===== config.mk =====
export PLATFORM = sky130hd
export DESIGN_NAME = control_unit
export DESIGN_NICKNAME = d
export VERILOG_FILES = /design/src/rtl/rv32_pkg.sv /design/src/rtl/imm_gen.sv /design/src/rtl/control_unit.sv
export SDC_FILE = /design/constraint.sdc
export NUM_CORES = 1
export LEC_CHECK = 0
export BUFFER_PORTS_ARGS = -buffer_cell sky130_fd_sc_hd__buf_4
export CORE_MARGIN = 2
export CORE_UTILIZATION = 49
export DETAILED_ROUTE_END_ITERATION = 16
export PLACE_DENSITY_LB_ADDON = 0.05
export SYNTH_ARGS = -nofsm -noshare
export SYNTH_HDL_FRONTEND = slang
export SYNTH_HIERARCHICAL = 1
export SYNTH_SLANG_ARGS = --single-unit

===== constraint.sdc =====
create_clock -name clk -period 2.1 [get_ports clk]
set_clock_uncertainty 0.2 [all_clocks]
set_input_delay 0.42 -clock clk [delete_from_list [all_inputs] [get_ports clk]]
set_output_delay 0.42 -clock clk [all_outputs]
set_load 0.05 [all_outputs]

===== src/rtl/rv32_pkg.sv =====
// rv32_pkg: shared RV32I opcodes, ALU/writeback/state encodings and decode helpers
package rv32_pkg;
  localparam logic [6:0] OPC_OP     = 7'b0110011;
  localparam logic [6:0] OPC_OP_IMM = 7'b0010011;
  localparam logic [6:0] OPC_LOAD   = 7'b0000011;
  localparam logic [6:0] OPC_STORE  = 7'b0100011;
  localparam logic [6:0] OPC_BRANCH = 7'b1100011;
  localparam logic [6:0] OPC_JAL    = 7'b1101111;
  localparam logic [6:0] OPC_LUI    = 7'b0110111;
  localparam logic [31:0] RV32_NOP  = 32'h0000_0013;

  typedef enum logic [3:0] {
    ALU_ADD  = 4'd0,
    ALU_SUB  = 4'd1,
    ALU_SLL  = 4'd2,
    ALU_SLT  = 4'd3,
    ALU_SLTU = 4'd4,
    ALU_XOR  = 4'd5,
    ALU_SRL  = 4'd6,
    ALU_SRA  = 4'd7,
    ALU_OR   = 4'd8,
    ALU_AND  = 4'd9
  } alu_op_e;

  typedef enum logic [1:0] {
    WB_ALU  = 2'd0,
    WB_MEM  = 2'd1,
    WB_LINK = 2'd2,
    WB_IMM  = 2'd3
  } wb_sel_e;

  typedef enum logic [2:0] {
    S_FETCH,
    S_DECODE,
    S_EXECUTE,
    S_MEM,
    S_BRANCH,
    S_WRITEBACK,
    S_TRAP
  } ctrl_state_e;

  function automatic logic is_supported(input logic [6:0] opc);
    return opc inside {OPC_OP, OPC_OP_IMM, OPC_LOAD, OPC_STORE, OPC_BRANCH, OPC_JAL, OPC_LUI};
  endfunction
endpackage


===== src/rtl/imm_gen.sv =====
// imm_gen: combinational RV32I immediate decoder, sign-extended to XLEN
module imm_gen import rv32_pkg::*; #(
  parameter int XLEN = 32
) (
  input  logic [31:0]     i_ir,
  output logic [XLEN-1:0] o_imm
);
  logic [31:0] w_imm;
  // pick the immediate format implied by the opcode; formats without an immediate yield 0
  always_comb begin
    w_imm = '0;
    case (i_ir[6:0])
      OPC_OP_IMM, OPC_LOAD: w_imm = {{20{i_ir[31]}}, i_ir[31:20]};
      OPC_STORE:            w_imm = {{20{i_ir[31]}}, i_ir[31:25], i_ir[11:7]};
      OPC_BRANCH:           w_imm = {{19{i_ir[31]}}, i_ir[31], i_ir[7], i_ir[30:25], i_ir[11:8], 1'b0};
      OPC_JAL:              w_imm = {{11{i_ir[31]}}, i_ir[31], i_ir[19:12], i_ir[20], i_ir[30:21], 1'b0};
      OPC_LUI:              w_imm = {i_ir[31:12], 12'h000};
      default:              w_imm = '0;
    endcase
  end
  assign o_imm = XLEN'($signed(w_imm));
endmodule


===== src/rtl/control_unit.sv =====
// control_unit: multi-cycle RV32I control FSM sequencing fetch, decode, execute, memory and writeback
module control_unit import rv32_pkg::*; #(
  parameter int          XLEN      = 32,
  parameter logic [31:0] NOP_INSTR = RV32_NOP
) (
  input  logic            clk,
  input  logic            rstn,
  output logic            o_imem_req,
  input  logic            i_imem_ack,
  input  logic [31:0]     i_imem_rdata,
  output logic            o_pc_wen,
  output logic            o_calc_bj_addr,
  output logic            o_imm_sel,
  output logic [XLEN-1:0] o_immediate,
  output logic [3:0]      o_alu_op,
  input  logic            i_alu_zero,
  output logic [4:0]      o_rs1_addr,
  output logic [4:0]      o_rs2_addr,
  output logic [4:0]      o_rd_addr,
  output logic            o_rf_wen,
  output logic [1:0]      o_wb_sel,
  output logic            o_dmem_req,
  output logic            o_dmem_we,
  output logic [2:0]      o_mem_funct3,
  input  logic            i_dmem_ack,
  output logic            o_illegal
);
  ctrl_state_e r_state, w_next;
  logic [31:0] r_ir;
  logic [6:0]  w_opc;
  logic [2:0]  w_f3;
  logic        w_f7b5, w_is_store, w_is_mem, w_taken;
  logic [3:0]  w_alu_op;
  logic [1:0]  w_wb_sel;

  assign w_opc        = r_ir[6:0];
  assign w_f3         = r_ir[14:12];
  assign w_f7b5       = r_ir[30];
  assign w_is_store   = w_opc == OPC_STORE;
  assign w_is_mem     = w_is_store || w_opc == OPC_LOAD;
  assign w_taken      = i_alu_zero ^ (w_f3[0] ^ w_f3[2]);
  assign o_rs1_addr   = r_ir[19:15];
  assign o_rs2_addr   = r_ir[24:20];
  assign o_rd_addr    = r_ir[11:7];
  assign o_mem_funct3 = w_f3;
  assign o_imm_sel    = !(w_opc == OPC_OP || w_opc == OPC_BRANCH);
  assign o_alu_op     = w_alu_op;
  assign o_wb_sel     = w_wb_sel;
  assign o_illegal    = rstn && r_state == S_TRAP;

  imm_gen #(.XLEN(XLEN)) u_imm_gen (
    .i_ir  (r_ir),
    .o_imm (o_immediate)
  );

  // state register and IR; the IR only loads on an acknowledged fetch
  always_ff @(posedge clk) begin
    if (!rstn) begin
      r_state <= S_FETCH;
      r_ir    <= NOP_INSTR;
    end else begin
      r_state <= w_next;
      if (r_state == S_FETCH && i_imem_ack) r_ir <= i_imem_rdata;
    end
  end

  // map opcode, funct3 and funct7[5] onto the execute-unit operation
  always_comb begin
    w_alu_op = ALU_ADD;
    if (w_opc == OPC_OP || w_opc == OPC_OP_IMM)
      case (w_f3)
        3'b000:  w_alu_op = (w_opc == OPC_OP && w_f7b5) ? ALU_SUB : ALU_ADD;
        3'b001:  w_alu_op = ALU_SLL;
        3'b010:  w_alu_op = ALU_SLT;
        3'b011:  w_alu_op = ALU_SLTU;
        3'b100:  w_alu_op = ALU_XOR;
        3'b101:  w_alu_op = w_f7b5 ? ALU_SRA : ALU_SRL;
        3'b110:  w_alu_op = ALU_OR;
        default: w_alu_op = ALU_AND;
      endcase
    else if (w_opc == OPC_BRANCH)
      w_alu_op = w_f3[2] ? (w_f3[1] ? ALU_SLTU : ALU_SLT) : ALU_SUB;
  end

  // writeback source: load data, link address, upper immediate or ALU result
  always_comb begin
    w_wb_sel = WB_ALU;
    if (w_opc == OPC_LOAD) w_wb_sel = WB_MEM;
    else if (w_opc == OPC_JAL) w_wb_sel = WB_LINK;
    else if (w_opc == OPC_LUI) w_wb_sel = WB_IMM;
  end

  // next state and strobes; every strobe is forced low while reset is sampled
  always_comb begin
    w_next         = r_state;
    o_imem_req     = 1'b0;
    o_dmem_req     = 1'b0;
    o_dmem_we      = 1'b0;
    o_pc_wen       = 1'b0;
    o_calc_bj_addr = 1'b0;
    o_rf_wen       = 1'b0;
    case (r_state)
      S_FETCH: begin
        o_imem_req = 1'b1;
        if (i_imem_ack) w_next = S_DECODE;
      end
      S_DECODE: begin
        if (is_supported(w_opc)) w_next = S_EXECUTE;
        else w_next = S_TRAP;
      end
      S_EXECUTE: begin
        if (w_opc == OPC_BRANCH) w_next = S_BRANCH;
        else if (w_is_mem) w_next = S_MEM;
        else w_next = S_WRITEBACK;
      end
      S_MEM: begin
        o_dmem_req = 1'b1;
        o_dmem_we  = w_is_store;
        if (i_dmem_ack) begin
          o_pc_wen = w_is_store;
          if (w_is_store) w_next = S_FETCH;
          else w_next = S_WRITEBACK;
        end
      end
      S_BRANCH: begin
        o_pc_wen       = 1'b1;
        o_calc_bj_addr = w_taken;
        w_next         = S_FETCH;
      end
      S_WRITEBACK: begin
        o_pc_wen       = 1'b1;
        o_rf_wen       = |o_rd_addr;
        o_calc_bj_addr = w_opc == OPC_JAL;
        w_next         = S_FETCH;
      end
      default: w_next = S_TRAP;
    endcase
    if (!rstn) begin
      o_imem_req     = 1'b0;
      o_dmem_req     = 1'b0;
      o_dmem_we      = 1'b0;
      o_pc_wen       = 1'b0;
      o_calc_bj_addr = 1'b0;
      o_rf_wen       = 1'b0;
    end
  end
endmodule


==> qor.json <==
{
  "yosysWarnings": {"value": 6},
  "grt_setup_unrepaired": {"value": "true"},
  "max_cap_viol_count": {"value": 0},
  "place_worst_setup_slack": {"value": -107, "unit": "ps"},
  "grt_pass1_vias": {"value": 2476},
  "synth_compound_area_share": {"value": 30.1, "unit": "%"},
  "timing.final.ws_setup": {"value": -355, "unit": "ps"},
  "worst_setup_sp_type": {"value": "register"},
  "final-max-slew-violation-count": {"value": 0},
  "setup-tns-final": {"value": -10570, "unit": "ps"},
  "globalplace.congestion": {"value": 0.823},
  "yosysMostFrequentCell": {"value": "sky130_fd_sc_hd__nand2_1"},
  "worst_skew_pair_later_pin_latency": {"value": 290, "unit": "ps"},
  "drt_iter0_markers": {"value": 138},
  "seq_area_frac_synth": {"value": 28.1, "unit": "%"},
  "synthArstFlopShare": {"value": 0, "unit": "%"},
  "grt_start_max_net_pins": {"value": 26},
  "cts.sink_count": {"value": 35},
  "routed_via_density": {"value": 5.47},
  "p_seq_share": {"value": 29.5, "unit": "%"},
  "timing.critical_path.required": {"value": 1480, "unit": "ps"},
  "arrival": {"value": 1830, "unit": "ps"},
  "power.leakage": {"value": 0.00176, "unit": "uW"},
  "grt_usage": {"value": 27.1, "unit": "%"},
  "antenna_found_initial": {"value": 0},
  "run_status": {"value": "finished, violations left"},
  "synth_edf_count": {"value": 0},
  "power.share.clock": {"value": 17.1, "unit": "%"},
  "synthDominantAreaCellType": {"value": "sky130_fd_sc_hd__dfxtp_1"},
  "grt_first_pass_wirelength": {"value": 11700, "unit": "um"},
  "post_synth_and_or_nand_nor_area_fraction": {"value": 27.5, "unit": "%"},
  "dieArea": {"value": 5670, "unit": "um2"},
  "fin_crit_sh": {"value": 117, "unit": "%"},
  "maxSlewHeadroom": {"value": 51.8, "unit": "%"},
  "cts_inserted_buffers": {"value": 5},
  "power_switching_share": {"value": 43.4, "unit": "%"},
  "power_density": {"value": 722, "unit": "nW/um2"},
  "synth_ff_type": {"value": "sky130_fd_sc_hd__dfxtp_1"},
  "clk_buf_depth": {"value": 2},
  "netlist.area_leader.share": {"value": 28.1, "unit": "%"},
  "critical_path.endpoint": {"value": "o_immediate[24]"},
  "failed_checks": {"value": "setup timing"},
  "route.vias.total": {"value": 2673},
  "cts_h_tree_lvls": {"value": 2},
  "residual_drc_count": {"value": 0},
  "post_cts_hold_buffers": {"value": 0},
  "finalSetupViolations": {"value": 43},
  "floorplan.io_pins": {"value": 101},
  "rr_startpoint": {"value": "r_ir[4]"},
  "num_antenna_cells": {"value": 0},
  "yosys-top-cells-area": {"value": "sky130_fd_sc_hd__dfxtp_1 28%, sky130_fd_sc_hd__nand2_1 11%, sky130_fd_sc_hd__a21boi_0 8.1%, sky130_fd_sc_hd__buf_4 6.3%, sky130_fd_sc_hd__o211ai_2 5.0%"},
  "ctsRootBufferMaster": {"value": "sky130_fd_sc_hd__clkbuf_8"},
  "worst_reg_to_reg_cells": {"value": 8},
  "hp_class": {"value": "in2reg"},
  "crit_path_start": {"value": "r_ir[2]"},
  "post_syn_nets": {"value": 351},
  "drtPass1Iterations": {"value": 4},
  "path_max_fanout": {"value": 7},
  "finalHoldViolations": {"value": 0},
  "ir_worst_vdd": {"value": 0.418, "unit": "mV"},
  "combPwrFrac": {"value": 53.5, "unit": "%"},
  "route.detailed.wl_per_inst": {"value": 16.8, "unit": "um"},
  "final_layout_size_suffix_gt1_share": {"value": 51.7, "unit": "%"},
  "initial_standard_cell_utilization_of_the_core": {"value": 51.7, "unit": "%"},
  "timing.final.crit_period": {"value": 2450, "unit": "ps"},
  "synth.cells.most_frequent": {"value": "72 x sky130_fd_sc_hd__nand2_1, 35 x sky130_fd_sc_hd__dfxtp_1, 27 x sky130_fd_sc_hd__a21boi_0"},
  "area_delta_synth_final": {"value": 57.8, "unit": "%"},
  "intPower": {"value": 1610, "unit": "uW"},
  "die_height": {"value": 75.3, "unit": "um"},
  "wl": {"value": 8200, "unit": "um"},
  "finish.net_count": {"value": 458},
  "yosys-mux-area-fraction": {"value": 0.402, "unit": "%"},
  "number_of_different_library_cells_in_the_post_synthesis_netlist": {"value": 56},
  "portBuffers": {"value": 100},
  "postPlaceCellArea": {"value": 3340, "unit": "um2"},
  "critical_path_class": {"value": "reg2out"},
  "crit-reg2reg-capture": {"value": "r_state[2]"},
  "critPathCaptureType": {"value": "primary output"},
  "post_synthesis_instance_total": {"value": 314},
  "cts_tree": {"value": "yes"},
  "final_antenna_net_count": {"value": 0},
  "place_hpwl": {"value": 5210, "unit": "um"},
  "synth_xor_area_share": {"value": 1.06, "unit": "%"},
  "fmax": {"value": 407, "unit": "MHz"},
  "cts.clk_slew.worst_paths": {"value": 70, "unit": "ps"},
  "timing_worst_slew_pin_value": {"value": 722, "unit": "ps"},
  "synthesis.area_per_instance": {"value": 7.93, "unit": "um2"},
  "r2r_slack": {"value": 70, "unit": "ps"},
  "placementRows": {"value": 25},
  "core_region_area": {"value": 4820, "unit": "um2"},
  "final_cell_area": {"value": 3930, "unit": "um2"},
  "netSwitchingPower": {"value": 1230, "unit": "uW"},
  "die_width": {"value": 75.3, "unit": "um"},
  "synth_top_family_by_area": {"value": "compound AO/OA/AOI/OAI gates"},
  "synth.cell_area": {"value": 2490, "unit": "um2"},
  "synth_adder_area_share": {"value": 0, "unit": "%"},
  "aggregate_global_routing_overflow": {"value": 0},
  "postSynthRegisterBits": {"value": 35}
}
-- registers in the layout, indices dropped and copies added (netlist names) --
signal,flops
r_ir,32
r_state,3
-- layer usage --
metal  wire length [um]  global-route usage (%)
met1               3290                    33.4
met2               4250                    48.2
met3                565                    5.35
met4                 96                    6.82
met5                  0                       0
-- layout by cell type (no fill, tap or decap), types with 2 or more instances in the layout --
cell type                  instances
sky130_fd_sc_hd__buf_4            92
sky130_fd_sc_hd__nand2_1          70
sky130_fd_sc_hd__buf_6            45
sky130_fd_sc_hd__dfxtp_1          25
sky130_fd_sc_hd__a21boi_0         21
sky130_fd_sc_hd__nand3_1          19
sky130_fd_sc_hd__a21boi_1         10
sky130_fd_sc_hd__a21o_1            8
sky130_fd_sc_hd__dfxtp_2           6
sky130_fd_sc_hd__o211ai_2          6
sky130_fd_sc_hd__a21oi_1           5
sky130_fd_sc_hd__o21ai_0           5
sky130_fd_sc_hd__clkbuf_8          5
sky130_fd_sc_hd__buf_8             5
sky130_fd_sc_hd__a22o_1            5
sky130_fd_sc_hd__a21boi_2          5
sky130_fd_sc_hd__o211ai_1          4
sky130_fd_sc_hd__nor3_4            4
sky130_fd_sc_hd__dfxtp_4           4
sky130_fd_sc_hd__o211ai_4          4
sky130_fd_sc_hd__nand3b_1          3
sky130_fd_sc_hd__nor2_2            3
sky130_fd_sc_hd__nor2_1            3
sky130_fd_sc_hd__nand3_2           3
sky130_fd_sc_hd__nor2b_1           3
sky130_fd_sc_hd__and2_1            3
sky130_fd_sc_hd__nand2b_1          3
sky130_fd_sc_hd__buf_12            3
sky130_fd_sc_hd__nor3b_4           2
sky130_fd_sc_hd__nand4_1           2
sky130_fd_sc_hd__inv_1             2
sky130_fd_sc_hd__nand2_2           2
sky130_fd_sc_hd__a21oi_2           2
sky130_fd_sc_hd__o21ai_2           2
-- critical path: stages (launching register included) --
cell	delay (ps)
sky130_fd_sc_hd__dfxtp_2	330
sky130_fd_sc_hd__buf_6	110
sky130_fd_sc_hd__and3b_2	330
sky130_fd_sc_hd__a22oi_4	120
sky130_fd_sc_hd__buf_6	140
sky130_fd_sc_hd__buf_12	130
sky130_fd_sc_hd__o211ai_4	180
sky130_fd_sc_hd__buf_6	190
-- power groups by stage --
| stage | clock network [uW] | logic [uW] | registers [uW] |
|---|---|---|---|
| final | 484 | 1520 | 836 |
| after global placement | 0 | 1230 | 834 |
| after detailed placement | 0 | 1240 | 837 |
| after floorplan | 0 | 951 | 809 |
| after CTS | 494 | 1460 | 831 |
| after global routing | 515 | 1600 | 846 |
-- stage by stage --
step,total power (uW),util [%],hold WS [ps],std cells
2_1_floorplan,1760,-,244,314
5_1_grt,2960,81.6,174,489
6_report,2840,81.6,153,489
4_1_cts,2780,79.1,151,484
3_3_place_gp,2060,69.4,258,463
3_5_place_dp,2080,69.4,260,463
-- logic make-up after synthesis --
family | Yosys count
muxes | 1
and+or+nand+nor | 135
xor gates and xnor gates | 3
buffers and inverters | 48
AOI/OAI and AO/OA | 92
DFF | 35
-- cell type report --
class | instances | area [um2]
tap | 67 | 83.8
fill | 325 | 887
multi-input combinational | 231 | 1700
clock buffer | 6 | 72.6
clock inverter | 2 | 11.3
inverter | 3 | 11.3
sequential | 35 | 723
timing repair buffer | 145 | 1330
-- worst min-delay path by stage --
stage	startpoint	to	slack, ps	depth (start not counted)
2_1_floorplan	r_ir[25]	r_ir[25]	240	2
3_3_place_gp	r_ir[25]	r_ir[25]	260	2
3_5_place_dp	r_ir[26]	r_ir[26]	260	2
4_1_cts	i_imem_rdata[0]	r_ir[0]	150	3
5_1_grt	i_imem_rdata[4]	r_ir[4]	170	3
6_report	i_imem_rdata[0]	r_ir[0]	150	3
-- what timing repair did --
action | CTS | global route
setup endpoints to repair | 44 | 44
resized for setup | 68 | 26
gates cloned | 1 | 0
pin swaps | 15 | 12
hold endpoints to repair | 0 | 0
buffers inserted | 12 | 7
No activity file was read; power rests on OpenSTA's default activity.
